File: src/rtl/calc_pkg.sv
// Shared operation codes for the calculator operand stack, its input
// decoder and the ALU control.
package calc_pkg;

   typedef enum logic [2:0] {
      OP_NOP        = 3'd0,
      OP_PUSH       = 3'd1,
      OP_POP        = 3'd2,
      OP_WRITE      = 3'd3,
      OP_PUSH_VALUE = 3'd4,
      OP_REDUCE     = 3'd5,
      OP_SWAP       = 3'd6,
      OP_CLEAR      = 3'd7
   } stack_op_t;

   localparam int OP_BITS = 3;

endpackage

File: src/rtl/stack_spill_ram.sv
// Spill storage for stack entries below top and next. Entry 0 is the
// deepest entry. Writes land on the clock edge; reads are asynchronous so
// the stack can refill its next register in the same cycle as a removal.
module stack_spill_ram #(
   parameter int WIDTH   = 32,
   parameter int ENTRIES = 62,
   parameter int AW      = 6
) (
   input  logic             clock,
   input  logic             wr_en,
   input  logic [AW-1:0]    wr_addr,
   input  logic [WIDTH-1:0] wr_data,
   input  logic [AW-1:0]    rd_addr,
   output logic [WIDTH-1:0] rd_data
);

   logic [WIDTH-1:0] mem [ENTRIES];

   // Store the entry pushed down from the next register.
   always_ff @(posedge clock) begin
      if (wr_en) begin
         mem[wr_addr] <= wr_data;
      end
   end

   assign rd_data = mem[rd_addr];

endmodule

File: src/rtl/calc_stack.sv
// Operand stack for the calculator datapath. The two entries the ALU needs
// live in registers; deeper entries spill to a small RAM addressed by count.
// The stack never becomes empty: an idle calculator has count 1, top 0.
module calc_stack
   import calc_pkg::*;
#(
   parameter  int WIDTH = 32,
   parameter  int DEPTH = 64,
   localparam int CW    = $clog2(DEPTH + 1)
) (
   input  logic             clock,
   input  logic             reset_n,
   input  logic             op_valid,
   input  logic [2:0]       op,
   input  logic [WIDTH-1:0] value,
   output logic [WIDTH-1:0] top,
   output logic [WIDTH-1:0] next,
   output logic [CW-1:0]    count,
   output logic             overflow,
   output logic             underflow,
   output logic             error
);

   localparam int ENTRIES = DEPTH - 2;
   localparam int AW      = (ENTRIES > 1) ? $clog2(ENTRIES) : 1;

   stack_op_t        op_e;
   logic [CW-1:0]    count_q, count_d;
   logic [WIDTH-1:0] top_q, top_d;
   logic [WIDTH-1:0] next_q, next_d;
   logic             ovf_q, ovf_d;
   logic             unf_q, unf_d;
   logic             wr_en;
   logic [AW-1:0]    wr_addr;
   logic [AW-1:0]    rd_addr;
   logic [WIDTH-1:0] rd_data;
   logic [WIDTH-1:0] refill;

   assign op_e    = stack_op_t'(op);
   assign wr_addr = AW'(count_q - CW'(2));
   assign rd_addr = AW'(count_q - CW'(3));

   // The entry that becomes next after removing one: spilled data when the
   // RAM holds something, otherwise the zero of a single-entry stack.
   assign refill  = (count_q >= CW'(3)) ? rd_data : '0;

   stack_spill_ram #(
      .WIDTH   (WIDTH),
      .ENTRIES (ENTRIES),
      .AW      (AW)
   ) u_spill (
      .clock   (clock),
      .wr_en   (wr_en),
      .wr_addr (wr_addr),
      .wr_data (next_q),
      .rd_addr (rd_addr),
      .rd_data (rd_data)
   );

   // Decode the operation into the next stack state; a failing op only
   // raises its flag, and a raised flag freezes everything except CLEAR.
   always_comb begin
      count_d = count_q;
      top_d   = top_q;
      next_d  = next_q;
      ovf_d   = ovf_q;
      unf_d   = unf_q;
      wr_en   = 1'b0;
      if (op_valid) begin
         if (op_e == OP_CLEAR) begin
            count_d = CW'(1);
            top_d   = '0;
            next_d  = '0;
            ovf_d   = 1'b0;
            unf_d   = 1'b0;
         end else if (!(ovf_q || unf_q)) begin
            case (op_e)
               OP_PUSH, OP_PUSH_VALUE: begin
                  if (count_q == CW'(DEPTH)) begin
                     ovf_d = 1'b1;
                  end else begin
                     count_d = count_q + CW'(1);
                     top_d   = (op_e == OP_PUSH_VALUE) ? value : '0;
                     next_d  = top_q;
                     wr_en   = (count_q >= CW'(2));
                  end
               end
               OP_POP: begin
                  if (count_q == CW'(1)) begin
                     unf_d = 1'b1;
                  end else begin
                     count_d = count_q - CW'(1);
                     top_d   = next_q;
                     next_d  = refill;
                  end
               end
               OP_WRITE: begin
                  top_d = value;
               end
               OP_REDUCE: begin
                  if (count_q < CW'(2)) begin
                     unf_d = 1'b1;
                  end else begin
                     count_d = count_q - CW'(1);
                     top_d   = value;
                     next_d  = refill;
                  end
               end
               OP_SWAP: begin
                  if (count_q < CW'(2)) begin
                     unf_d = 1'b1;
                  end else begin
                     top_d  = next_q;
                     next_d = top_q;
                  end
               end
               default: begin
               end
            endcase
         end
      end
   end

   // Hold the registered top/next pair, entry count and sticky flags.
   always_ff @(posedge clock or negedge reset_n) begin
      if (!reset_n) begin
         count_q <= CW'(1);
         top_q   <= '0;
         next_q  <= '0;
         ovf_q   <= 1'b0;
         unf_q   <= 1'b0;
      end else begin
         count_q <= count_d;
         top_q   <= top_d;
         next_q  <= next_d;
         ovf_q   <= ovf_d;
         unf_q   <= unf_d;
      end
   end

   assign top       = top_q;
   assign next      = (count_q == CW'(1)) ? '0 : next_q;
   assign count     = count_q;
   assign overflow  = ovf_q;
   assign underflow = unf_q;
   assign error     = ovf_q | unf_q;

endmodule

File: config.mk
export PLATFORM = sky130hd
export DESIGN_NAME = calc_stack
export DESIGN_NICKNAME = d
export VERILOG_FILES = /design/src/rtl/calc_pkg.sv /design/src/rtl/stack_spill_ram.sv /design/src/rtl/calc_stack.sv
export SDC_FILE = /design/constraint.sdc
export NUM_CORES = 2
export LEC_CHECK = 0
export CORE_ASPECT_RATIO = 1.4
export CORE_MARGIN = 5
export CORE_UTILIZATION = 48
export DETAILED_ROUTE_END_ITERATION = 10
export PLACE_DENSITY = 0.68
export SYNTH_ARGS = -nofsm -noshare
export SYNTH_HDL_FRONTEND = slang
export SYNTH_SLANG_ARGS = --single-unit
File: constraint.sdc
create_clock -name clock -period 5.55 [get_ports clock]
set_input_delay 1.3875 -clock clock [delete_from_list [all_inputs] [get_ports clock]]
set_output_delay 1.3875 -clock clock [all_outputs]
set_load 0.01 [all_outputs]
* After elaboration in Yosys (flattened, before gate mapping) *
Memories as Yosys holds them, arrays and structs flattened.
Index checks and enable logic that the tools add are counted.

word-level totals
  memories kept = 1
  memory bits (read-only) = 0
  bits in registers = 73
  latch bits = 0
  memory bits (writable) = 1984
  output and inout bits = 74
  word-level logic and storage cells = 83

memories
  name         depth  bits a word  read ports  clocked after Yosys merged registers in  write ports  RTL line               text
  u_spill.mem  62     32           1           0                                        1            stack_spill_ram.sv:17  logic [WIDTH-1:0] mem [ENTRIES];

cells by class
  div/mod/pow operators = 0
  add/subtract/negate cells = 4
  shift operators = 0
  equality and inequality tests = 16
  $mul = 0
  bitwise gates (word level) = 1
  order comparisons = 3
  muxes and demuxes = 39
  reductions and logical operators = 14

operators by type and width
  operator                                                            count
  two-way mux 32 bit                                                  15
  case mux 32 bit (5 select lines)                                    1
  case mux 32 bit (4 select lines)                                    1
  two-way mux 7 bit                                                   5
  case mux 7 bit (3 select lines)                                     1
  two-way mux 1 bit                                                   15
  != test 3 bit (second input constant)                               5
  greater-or-equal comparator 7 x 2 -> 1 bit (second input constant)  2
  AND reduction 7 bit                                                 2
  == test 3 bit (second input constant)                               4
  subtractor 6 x 2 -> 6 bit (second input constant)                   2
  adder 7 x 1 -> 7 bit (second input constant)                        1
  == test 7 x 1 -> 1 bit (second input constant)                      1
  == test 7 bit (second input constant)                               1
  < comparator 7 x 2 -> 1 bit (second input constant)                 1
  subtractor 7 x 1 -> 7 bit (second input constant)                   1
  == test 3 x 2 -> 1 bit (second input constant)                      2
  AND reduction 6 bit                                                 1
  nonzero test 6 bit                                                  1
  AND reduction 5 bit                                                 1
  nonzero test 5 bit                                                  1
  AND reduction 4 bit                                                 1
  nonzero test 2 bit                                                  2
  nonzero test 4 bit                                                  1
  other kinds (8)                                                     9

* Longest topological paths before layout *
  depth after elaboration = 8
  mapped depth = 14
  gate-level depth less buffers = 8

* By module *
A second synthesis with hierarchy kept.

unflattened totals
  cell total of the unflattened synthesis = 3746
  area total of the unflattened synthesis = 80141.9 sq um

modules (own cells, without submodules)
  module           area each (sq um)  seq. area each (sq um)  cells each  instances
  stack_spill_ram  75553.7            59577.1                 3289        1
  calc_stack       4588.2             1828.0                  457         1

* Least setup slack after synthesis *
Ideal clock, no wire load.

  path kind = input port to flip-flop
  from = input port op[0]
  to = memory u_spill.mem[52][0], enable pin
  stages on the path = 6
  library setup time = 0.421 ns
  data required time = 5.129 ns
  setup slack = 1.142 ns
  arrival = 3.987 ns
  cells stage by stage = buf_2 -> xor2_1 -> nand4_1 -> nor4_1 -> nand3_1 -> nor2_1

between the ends
  longest elaborated chain between the ends = 8
  elaborated cells on any way between the ends = 10
  those cells by class = 3 x eq/ne; 6 x mux; 1 x reduce/logical

ends and longest elaborated chain
  item                                                            RTL line               text
  from (decl)                                                     calc_stack.sv:14       input logic [2:0] op,
  == test 3 bit / == test 3 x 1 -> 1 bit (equally long branches)  calc_stack.sv:77       case (op_e)
  OR reduction 2 bit                                              calc_stack.sv:77
  two-way mux 1 bit                                               calc_stack.sv:77
  two-way mux 1 bit                                               calc_stack.sv:76       end else if (!(ovf_q || unf_q)) begin
  two-way mux 1 bit (*)                                           calc_stack.sv:70       if (op_e == OP_CLEAR) begin
  two-way mux 1 bit (*)                                           calc_stack.sv:69       if (op_valid) begin
  two-way mux 1 bit (*)                                           stack_spill_ram.sv:21  if (wr_en) begin
  two-way mux 1 bit (implied by the code) (*)                     stack_spill_ram.sv:22  mem[wr_addr] <= wr_data;
  to (decl)                                                       stack_spill_ram.sv:17

Mark *: on every way between the ends. The rest lies on a longest branch, timed or not.

* Final worst setup path *
  from = register count_q[0], in the netlist count[0]
  to = output port next[23]

between the ends
  longest elaborated chain between the ends = 2

ends and longest elaborated chain
  item                    RTL line           text
  from (decl)             calc_stack.sv:28   logic [CW-1:0] count_q, count_d;
  from (signal assigned)  calc_stack.sv:133  count_q <= count_d;
  == test 7 x 1 -> 1 bit  calc_stack.sv:142  assign next = (count_q == CW'(1)) ? '0 : next_q;
  two-way mux 32 bit      calc_stack.sv:142
  to (decl)               calc_stack.sv:17   output logic [WIDTH-1:0] next,

Every way passes these cells.

==> summary.md <==
| Metric | Value |
|---|---|
| Status | complete, no violations |
| DR WL/cell | 31.5 um |
| Routed WL | 209000 um |
| Chip height | 496 um |
| DRC violations left | 0 |
| Count of instances resized after the clock tree is built | 0 |
| Pin count of the biggest net entering global routing | 116 |
| Power per Cell Area | 571 nW/um2 |
| Sequential fraction of design power | 0.383 |
| Type of the worst setup path | flop to primary output |
| Largest driver fanout on the critical path | 32 |
| Sinks on Clock Net | 2057 |
| Pleak | 0.0299 uW |
| Fin crit share | 0.887 |
| Post-Synthesis Net Count | 4079 |
| Deepest clock path buffer count | 3 |
| Fraction of final layout cells sized beyond drive strength 1 | 0.226 |
| HPWL after detailed placement | 126000 um |
| Worst relative slew slack | 0.183 |
| Overall die area | 177000 um2 |
| Sum Neg Setup Slack | 0 ns |
| Total number of placement rows | 178 |
| Internal power summed over all cells | 33600 uW |
| Number of CTS-inserted buffers | 178 |
| Core region area | 168000 um2 |
| Part of the power in combinational logic | 0.374 |
| Clock power share | 0.243 |
| Post-route clock skew | 0.0369 ns |
| Number of input and output port buffers inserted | 111 |
| Distinct cell type count after synthesis | 75 |
| Number of slew-limit violations in the final report | 0 |
| Vias in the first global route | 41077 |
| Switching power as a share of total power | 0.359 |
| Global placement routability congestion | 0.887 |
| Cell count after synthesis | 4036 |
| Total global routing overflow | 0 |
| First-pass GRT wire length | 300000 um |
| Clock input transition at the sequential cells of the worst setup and hold paths | 0.06 ns |
| Fill cells | 12557 |
| Worst vdd rail ir drop | 0.731 mV |
| Sequential cell area fraction in the yosys report | 0.759 |
| Most used flip-flop cell after synthesis | edfxtp_1 |
| Final-report hold violation count | 0 |
| Hold buffer count at CTS | 0 |
| Largest cells by area after synthesis | edfxtp_1 74%, mux4_2 11%, mux2i_1 3.6% |
| Type of the worst min-delay path | input port to async pin |
| EDFF count, synth | 1984 |
| Final standard cell utilization of the core | 0.548 |
| Count of final setup violators | 0 |
| CTS root buf | clkbuf_16 |
| Max-capacitance violation count | 0 |
| Post-layout minimum cycle time | 4.92 ns |
| TritonRoute pass-1 iters | 6 |
| Worst Path Arrival | 3.53 ns |
| Clock tree from TritonCTS | yes |
| Initial standard-cell utilization of the core | 0.482 |
| Mean instance size in the synthesized netlist | 20.0 um2 |
| Total placed cells including tap cells | 6313 |
| Async set-reset flop share out of synthesis | 0.0355 |
| Startpoint type of the worst setup path | flop |
| Routed via count divided by cell count | 6.30 |
| Final ANT Viol Nets | 0 |
| Clock Latency Late Sink | 0.82 ns |
| Number of antenna violations at the first check in global routing | 14 |
| Total Routing Usage GR | 0.236 |
| Number of warnings printed during yosys synthesis | 0 |
| Post-layout nets | 4286 |
| Signed area change from the synthesized netlist to the final layout | 13.7% |
| Final Non-Filler Cells | 6650 |
| Actual transition at the worst max-transition pin | 1.23 ns |
| Switching power summed over all nets | 18800 uW |
| Number of design-rule violations left by the first detailed-router iteration | 5638 |
| Die width | 357 um |
| Post-CTS Setup Bufs | 0 |
| Number of primary I/O pins | 112 |
| Total vias in the final route | 41902 |
| Maximum achievable frequency | 203 MHz |
| Post-synthesis instance area | 80900 um2 |
| Share of the synthesized area in the top cell type | 0.737 |
| Number of storage elements in the synthesis netlist | 2057 |
| Required time at the endpoint of the critical path | 4.16 ns |
| Setup crit end kind | primary output |
| Setup repair after global routing missed its margin | false |
| H-Tree Depth | 4 |
| Library cell occupying the most area in the post-synthesis netlist | edfxtp_1 |
| Final Hold Slack | 0.539 ns |
==> power groups by stage <==
stage / clock, uW / sequential [uW] / combinational [uW]
finish: 12800 / 20100 / 19600
detailed placement: 0 / 20400 / 19500
CTS: 12900 / 20000 / 19600
global placement: 0 / 20400 / 19300
floorplan: 0 / 20700 / 11600
global route: 13600 / 20100 / 20700
==> cells by family (layout without fill, tap and decap cells) <==
kind of cell               Yosys count  after routing  synth area share
DFF                               2057           2057             0.759
xor gates and xnor gates            12             12           0.00139
adders and majority gates            6              6          0.000897
other                                0              7                 0
and+or+nand+nor                    443            443            0.0247
AOI/OAI and AO/OA                  519            519            0.0437
muxes                              739            739             0.156
buffers and inverters              260            617            0.0145
==> layout make-up <==
class | instances | area [um2] | share of cell area
inverters | 7 | 26.3 | 0.000286
well taps | 2250 | 2820 | 0.0306
multi-input cells | 1719 | 18800 | 0.205
clock inverters | 107 | 1260 | 0.0137
diodes | 7 | 17.5 | 0.000190
repair buffers | 280 | 2870 | 0.0312
clock buffers | 223 | 4700 | 0.0511
flip-flops and latches | 2057 | 61400 | 0.668
==> cells in the mapped netlist, types with 32 or more instances <==
| master | count |
|---|---|
| edfxtp_1 | 1984 |
| mux4_2 | 410 |
| mux2i_1 | 291 |
| nand2_1 | 246 |
| clkbuf_1 | 126 |
| a21oi_1 | 100 |
| buf_2 | 99 |
| o22ai_1 | 95 |
| nor2_1 | 81 |
| dfrtp_1 | 72 |
| a32oi_1 | 67 |
| o21ai_0 | 65 |
| mux2_2 | 38 |
| and2_1 | 36 |
| a22oi_1 | 34 |
| a31oi_1 | 32 |
==> per-stage QoR <==
step                      setup slack, ns  total power, uW  area [um2]
after floorplan                      1.14            32200       80900
after global placement              0.914            39700       86000
final                               0.629            52500       92000
after global routing                0.529            54400       92000
after detailed placement            0.889            39900       86000
after CTS                           0.570            52600       92000
==> registers in the layout, indices dropped and copies added, names as in the netlist <==
signal       flops
u_spill.mem   1984
next_q          32
top             32
count            7
overflow         1
underflow        1
==> worst paths after layout <==
path | start | endpoint | slack [ns] | depth (start not counted)
worst max-delay path | count[0] | next[23] | 0.63 | 5
worst min-delay path | reset_n | top[26] | 0.54 | 1
worst max register to register | count[0] | next_q[13] | 1.08 | 8
worst min register to register | overflow | overflow | 0.57 | 2
max in group asynchronous | reset_n | next_q[7] | 3.92 | 2
min in group clock | overflow | overflow | 0.57 | 2
==> cell usage in the layout, fill, tap and decap left out, drive strengths merged, types with 4 or more instances in the layout <==
cell type      instances
nand3                 11
o22ai                 95
mux2i                291
clkdlybuf4s50        110
inv                   16
mux2                  38
bufinv                26
xnor2                  5
a22oi                 34
o21ai                 72
nand2b                 5
ha                     5
a211oi                33
a21oi                101
nand2                248
nor3                  12
nand4                  4
a22o                  31
clkinvlp              13
a31oi                 32
nand3b                 7
diode                  7
a2111oi               33
a32oi                 67
clkinv                59
nor3b                 11
and2                  37
nor2                  81
nor4                   5
clkbuf               223
buf                  170
o211ai                 4
edfxtp              1984
mux4                 410
xor2                   7
nor2b                  6
dfrtp                 72
==> metal layers <==
| layer | vias up | track usage | part of all wire |
|---|---|---|---|
| met4 | 2 | 0.0734 | 0.032 |
| met1 | 22198 | 0.334 | 0.39 |
| met2 | 2192 | 0.376 | 0.48 |
| li1 | 17168 | - | - |
| met5 | - | 0 | 0.000062 |
| met3 | 342 | 0.0457 | 0.097 |
==> worst max-delay path, cell delays in order, from the launching register on <==
cell and delay (ns):
dfstp_4 1.04, ha_1 0.30, nand3b_1 0.14, buf_4 0.31, and2_1 0.23, clkdlybuf4s50_1 0.66
No activity file was read; power rests on OpenSTA's default activity.
